### src/rtl/round_sequencer.sv
// rtl/round_sequencer.sv - runs the rounds of one binary-math game session: target fetch, answer check, score, countdown
// Optional build macro WRONG_PENALTY_EN: a wrong answer also removes PENALTY_SEC seconds from the clock.
module round_sequencer #(
  parameter int TICKS_PER_SEC = 50000000,
  parameter int GAME_SECONDS  = 60,
  parameter int OPERAND_W     = 8,
  parameter int SCORE_W       = 8,
  parameter int PENALTY_SEC   = 2
) (
  input  logic                 clk_i,
  input  logic                 rst_i,
  input  logic                 enable_i,
  input  logic                 reconfig_i,
  input  logic                 load_i,
  input  logic [OPERAND_W-1:0] player_answer_i,
  input  logic                 rng_valid_i,
  input  logic [OPERAND_W-1:0] rng_value_i,
  output logic                 rng_req_o,
  output logic [OPERAND_W-1:0] target_o,
  output logic [SCORE_W-1:0]   score_o,
  output logic [7:0]           time_left_o,
  output logic                 time_up_o,
  output logic                 correct_o,
  output logic                 wrong_o
);

  localparam int                 PW        = (TICKS_PER_SEC > 2) ? $clog2(TICKS_PER_SEC) : 1;
  localparam logic [PW-1:0]      PRESC_MAX = PW'(TICKS_PER_SEC - 1);
  localparam logic [7:0]         TIME_INIT = 8'(GAME_SECONDS);
  localparam logic [SCORE_W-1:0] SCORE_MAX = '1;
  localparam logic [8:0]         PENALTY   = 9'(PENALTY_SEC);

  typedef enum logic [2:0] {
    S_IDLE,
    S_REQ,
    S_WAIT_ANS,
    S_CHECK,
    S_DONE
  } state_t;

  state_t               state_q, state_d;
  logic                 rng_req_q, rng_req_d;
  logic [OPERAND_W-1:0] target_q, target_d;
  logic [OPERAND_W-1:0] answer_q, answer_d;
  logic [SCORE_W-1:0]   score_q, score_d;
  logic [7:0]           time_left_q, time_left_d;
  logic                 time_up_q, time_up_d;
  logic                 correct_q, correct_d;
  logic                 wrong_q, wrong_d;
  logic [PW-1:0]        presc_q, presc_d;
  logic                 load_q;

  logic                 press;
  logic                 in_round;
  logic                 timer_run;
  logic                 wrap;
  logic                 answer_ok;
  logic [PW-1:0]        presc_next;
  logic [8:0]           pen_total;
  logic [7:0]           pen_time;
  logic                 pen_hit;

  // A held submit button counts once: only the rising edge is a press.
  assign press      = load_i & ~load_q;
  assign in_round   = (state_q == S_REQ) || (state_q == S_WAIT_ANS) || (state_q == S_CHECK);
  assign timer_run  = enable_i && in_round;
  assign wrap       = timer_run && (presc_q == PRESC_MAX);
  assign answer_ok  = (answer_q == target_q);
  assign presc_next = wrap ? '0 : presc_q + PW'(1);

  // Penalty path: the seconds removed include the normal one-second tick when it lands in CHECK.
  assign pen_total = PENALTY + {8'd0, wrap};
  assign pen_time  = ({1'b0, time_left_q} > pen_total) ? 8'({1'b0, time_left_q} - pen_total) : 8'd0;

`ifdef WRONG_PENALTY_EN
  assign pen_hit = enable_i && (state_q == S_CHECK) && !answer_ok;
`else
  assign pen_hit = 1'b0;
`endif

  // Next-state: reconfig first, then penalty/expiry, then enable drop, then the round FSM.
  always_comb begin
    state_d     = state_q;
    rng_req_d   = rng_req_q;
    target_d    = target_q;
    answer_d    = answer_q;
    score_d     = score_q;
    time_left_d = time_left_q;
    time_up_d   = time_up_q;
    presc_d     = presc_q;
    correct_d   = 1'b0;
    wrong_d     = 1'b0;

    if (reconfig_i) begin
      score_d     = '0;
      time_left_d = TIME_INIT;
      presc_d     = '0;
      time_up_d   = 1'b1;
      rng_req_d   = 1'b0;
      state_d     = S_IDLE;
    end else if (pen_hit) begin
      presc_d     = presc_next;
      time_left_d = pen_time;
      wrong_d     = 1'b1;
      if (pen_time == 8'd0) begin
        time_up_d = 1'b0;
        rng_req_d = 1'b0;
        state_d   = S_DONE;
      end else begin
        rng_req_d = 1'b1;
        state_d   = S_REQ;
      end
    end else if (wrap && (time_left_q == 8'd1)) begin
      // Clock ran out: whatever round was in flight is dropped without scoring.
      presc_d     = presc_next;
      time_left_d = 8'd0;
      time_up_d   = 1'b0;
      rng_req_d   = 1'b0;
      state_d     = S_DONE;
    end else if (!enable_i) begin
      if (in_round) begin
        state_d   = S_IDLE;
        rng_req_d = 1'b0;
      end
    end else begin
      if (timer_run) begin
        presc_d = presc_next;
        if (wrap) begin
          time_left_d = time_left_q - 8'd1;
        end
      end
      unique case (state_q)
        S_IDLE: begin
          if (time_up_q) begin
            rng_req_d = 1'b1;
            state_d   = S_REQ;
          end
        end
        S_REQ: begin
          if (rng_valid_i) begin
            target_d  = rng_value_i;
            rng_req_d = 1'b0;
            state_d   = S_WAIT_ANS;
          end
        end
        S_WAIT_ANS: begin
          if (press) begin
            answer_d = player_answer_i;
            state_d  = S_CHECK;
          end
        end
        S_CHECK: begin
          if (answer_ok) begin
            correct_d = 1'b1;
            if (score_q != SCORE_MAX) begin
              score_d = score_q + SCORE_W'(1);
            end
          end else begin
            wrong_d = 1'b1;
          end
          rng_req_d = 1'b1;
          state_d   = S_REQ;
        end
        S_DONE: begin
          state_d = S_DONE;
        end
        default: begin
          state_d   = S_IDLE;
          rng_req_d = 1'b0;
        end
      endcase
    end
  end

  // State and registered outputs; the button history tracks Load every cycle regardless of state.
  always_ff @(posedge clk_i or posedge rst_i) begin
    if (rst_i) begin
      state_q     <= S_IDLE;
      rng_req_q   <= 1'b0;
      target_q    <= '0;
      answer_q    <= '0;
      score_q     <= '0;
      time_left_q <= TIME_INIT;
      time_up_q   <= 1'b1;
      correct_q   <= 1'b0;
      wrong_q     <= 1'b0;
      presc_q     <= '0;
      load_q      <= 1'b0;
    end else begin
      state_q     <= state_d;
      rng_req_q   <= rng_req_d;
      target_q    <= target_d;
      answer_q    <= answer_d;
      score_q     <= score_d;
      time_left_q <= time_left_d;
      time_up_q   <= time_up_d;
      correct_q   <= correct_d;
      wrong_q     <= wrong_d;
      presc_q     <= presc_d;
      load_q      <= load_i;
    end
  end

  assign rng_req_o   = rng_req_q;
  assign target_o    = target_q;
  assign score_o     = score_q;
  assign time_left_o = time_left_q;
  assign time_up_o   = time_up_q;
  assign correct_o   = correct_q;
  assign wrong_o     = wrong_q;

endmodule

### config.mk
export PLATFORM = sky130hd
export DESIGN_NAME = round_sequencer
export DESIGN_NICKNAME = d
export VERILOG_FILES = /design/src/rtl/round_sequencer.sv
export SDC_FILE = /design/constraint.sdc
export NUM_CORES = 1
export LEC_CHECK = 0
export CORE_AREA = 2 2 94 96
export CTS_BUF_LIST = sky130_fd_sc_hd__clkbuf_4 sky130_fd_sc_hd__clkbuf_8
export DETAILED_ROUTE_END_ITERATION = 10
export DIE_AREA = 0 0 96 98
export PLACE_DENSITY_LB_ADDON = 0.12
export SYNTH_ARGS = -nofsm -noshare
export SYNTH_HDL_FRONTEND = slang
export SYNTH_SLANG_ARGS = --single-unit
### constraint.sdc
create_clock -name clk_i -period 5.8 [get_ports clk_i]
set_clock_uncertainty 0.2 [all_clocks]
set_input_delay 1.16 -clock clk_i [delete_from_list [all_inputs] [get_ports clk_i]]
set_output_delay 1.16 -clock clk_i [all_outputs]
set_load 0.005 [all_outputs]
==> impl_metrics.json <==
{
  "ys_warn_count": 0,
  "numPortBuffers": 49,
  "start_kind": "primary input",
  "syn_area_per_cell_sq_um": 10.1,
  "rsz0062_at_grt": "no",
  "synth_area_sq_mm": 0.00366,
  "routed_wl_mm": 8.10,
  "leakage_nw": 1.74,
  "cts-root-buf": "clkbuf_8",
  "crit_arrival_ns": 3.79,
  "via_per_inst": 5.61,
  "grt_pass1_wl_mm": 14.0,
  "die_h_um": 98,
  "synth_top_area_share_pct": 41.7,
  "clkSinkCount": 66,
  "core_region_area_sq_mm": 0.00847,
  "insertion_delay_ns": 0.34,
  "grtUsageTotal_pct": 18.7,
  "pwr-share-clk_pct": 39.3,
  "required_ns": 5.81,
  "grt_pass1_vias": 2971,
  "hp-start": "time_up_o$_DFFE_PP1P_",
  "reg2reg_to": "target_o[1]$_DFFE_PP0P_",
  "postCtsResizedCells": 0,
  "drt_first_pass_iters": 4,
  "swShare_pct": 25.4,
  "min_period_over_period_pct": 65.1,
  "hold_viol": 0,
  "drc": 0,
  "internal-power_mw": 0.815,
  "synth_flop_cell": "dfrtp_1",
  "maxCapViolCount": 0,
  "grt_max_degree": 37,
  "crit_chain": "clkdlybuf4s50_1 > nand2b_1 > or4_1 > o31ai_4 > or4_1 > o21ai_0",
  "synthCells": 364,
  "synth-edff-count": 0,
  "total_power_mw": 1.09,
  "relSlewSlack_pct": 27.2,
  "cts_tree": "yes",
  "wire_per_inst_um": 15.3,
  "synth_nets": 390,
  "die_area_sq_mm": 0.00941,
  "worstPathMaxFanout": 24,
  "p_sw_mw": 0.278,
  "yosysUniqueCellTypes": 63,
  "hold_depth": 2,
  "cts_made_buffers": 9,
  "regToRegStartpoint": "presc_q[0]$_DFFE_PP0P_",
  "syn_to_final_growth_pct": 21.9,
  "period_minus_slack_ns": 3.77,
  "drive_above_1_share_pct": 16.0,
  "n_antenna_cell": 0,
  "ant_nets": 0,
  "tightestPinTransition_ns": 1.09,
  "place_congestion": 0.820,
  "place_hpwl_mm": 5.63,
  "seq_area_frac_synth_pct": 45.2,
  "fin_nets": 441,
  "peakVddDrop_mv": 0.131,
  "pwr-share-seq_pct": 47.0,
  "worst_path_max_delay_cell": "o31ai_4",
  "synth-async-reset-ratio_pct": 100,
  "boundaryPins": 50,
  "antenna_found_initial": 0,
  "ys_ff_latch": 66,
  "worst_path_largest_cell_delay_ns": 0.86,
  "ctsHoldBuffers": 0,
  "final-setup-viol-count": 0,
  "vias": 2960,
  "setup_tns_ns": 0,
  "rows": 34,
  "place_area_sq_mm": 0.00425,
  "comb_power_share_pct": 13.7,
  "rrSetupSlack_ns": 2.66,
  "p_per_area_mw_per_mm2": 245,
  "synthTopCellsByArea": "dfrtp_1, mux2_2, dfstp_2",
  "cts_buffer_depth": 2,
  "whs_endpoint": "time_up_o$_DFFE_PP1P_",
  "h-tree-depth": 3,
  "crit_top_cell": "or4_1",
  "cts_setup_buffers": 0,
  "start_util_pct": 43.3,
  "end_kind": "flip-flop",
  "fill_cells": 791,
  "fmax_mhz": 265,
  "yosysMostFrequentCell": "dfrtp_1",
  "synth_commonest_cells": "dfrtp_1, nor2_1, nand2_1, a21oi_1",
  "die_width_um": 96,
  "grt_overflow": 0,
  "r2r.worst_path.cells": 6,
  "final_cell_area_sq_mm": 0.00447,
  "maxSlewViolCount": 0,
  "crit_type": "in -> reg",
  "first_iter_violations": 87,
  "outcome": "finished, final reports clean",
  "hold_path.class": "reg -> reg",
  "clk_pin_slew_ns": 0.08,
  "synth_area_leader_cell": "dfrtp_1"
}
==> worst max-delay path: cells and delay by family <==
family	cells	cell delay (ns)
compound gates	2	0.93
buf+inv	1	0.54
simple gates	3	1.14
==> power groups by stage <==
stage,logic (mW),clock network [mW],registers [mW]
after floorplan,0.0801,0,0.519
after global placement,0.149,0,0.523
after detailed placement,0.152,0,0.523
after CTS,0.152,0.439,0.514
after global routing,0.166,0.461,0.518
final,0.150,0.429,0.513
==> per-layer routing <==
layer	wire length [um]	vias up	track usage, %
met5	0	-	0
met4	97	0	6.15
met3	227	8	3.09
met2	3900	58	30.0
met1	3870	1457	25.6
li1	-	1437	-
==> sequential cells by signal, summed over array words and instances, names as in the netlist, 3 cells and up <==
| signal | flops |
|---|---|
| presc_q | 26 |
| answer_q | 8 |
| score_o | 8 |
| target_o | 8 |
| time_left_o | 8 |
| state_q | 3 |
==> worst max path at each step <==
stage | from | end | slack, ns | cells after the start
after global routing | enable_i | target_o[1]$_DFFE_PP0P_ | 1.85 | 6
after detailed placement | enable_i | presc_q[13]$_DFFE_PP0P_ | 1.65 | 6
after floorplan | rst_i | answer_q[0]$_DFFE_PP0P_ | 2.79 | 1
final | enable_i | presc_q[23]$_DFFE_PP0P_ | 2.03 | 6
after CTS | enable_i | presc_q[23]$_DFFE_PP0P_ | 2.00 | 6
after global placement | enable_i | presc_q[13]$_DFFE_PP0P_ | 1.71 | 6
==> cell families (layout without fill, tap and decap cells) <==
family          Yosys count  in the layout  share of synthesized area (%)
simple gates            174            174                           28.8
flops                    66             66                           45.2
compound gates           46             46                           7.96
xor+xnor                 27             27                           6.45
buf+inv                  24             80                           2.90
mux                      23             23                           7.31
fa+ha+maj                 4              4                           1.37
==> final cells by class <==
class	instances	area (sq um)	area share, %
clock buffers	9	124	2.77
clock inverters	7	93.8	2.10
inverters	13	48.8	1.09
multi-input cells	274	1900	42.6
flip-flops and latches	66	1660	37.1
well taps	108	135	3.03
repair buffers	51	505	11.3
==> per-stage QoR <==
step                      hold slack, ns  utilization (%)  instances  setup WS, ns
after floorplan                    0.284                -        364          2.79
after global placement             0.307             50.2        512          1.71
after detailed placement           0.311             50.2        512          1.65
after CTS                          0.324             52.7        528          2.00
after global routing               0.352             52.7        528          1.85
final                              0.323             52.7        528          2.03
==> placed cells by master, fill, tap and decap left out, types with 3 or more instances in the layout <==
master,count
nor2_1,35
o31ai_1,4
a21oi_1,19
dfrtp_1,61
or4b_1,3
dfstp_2,5
nand3_1,14
nand2b_1,4
xnor2_1,12
inv_1,11
or4_1,8
nor3b_1,3
or3_1,9
xor2_1,15
nor4_1,18
nor4_4,3
clkbuf_8,9
nor2b_1,7
ha_1,4
nor3_1,9
nand2_1,24
mux2_2,18
mux2_4,3
nand4_1,10
o21ai_0,11
clkdlybuf4s50_1,49
No activity file was read; power rests on OpenSTA's default activity.
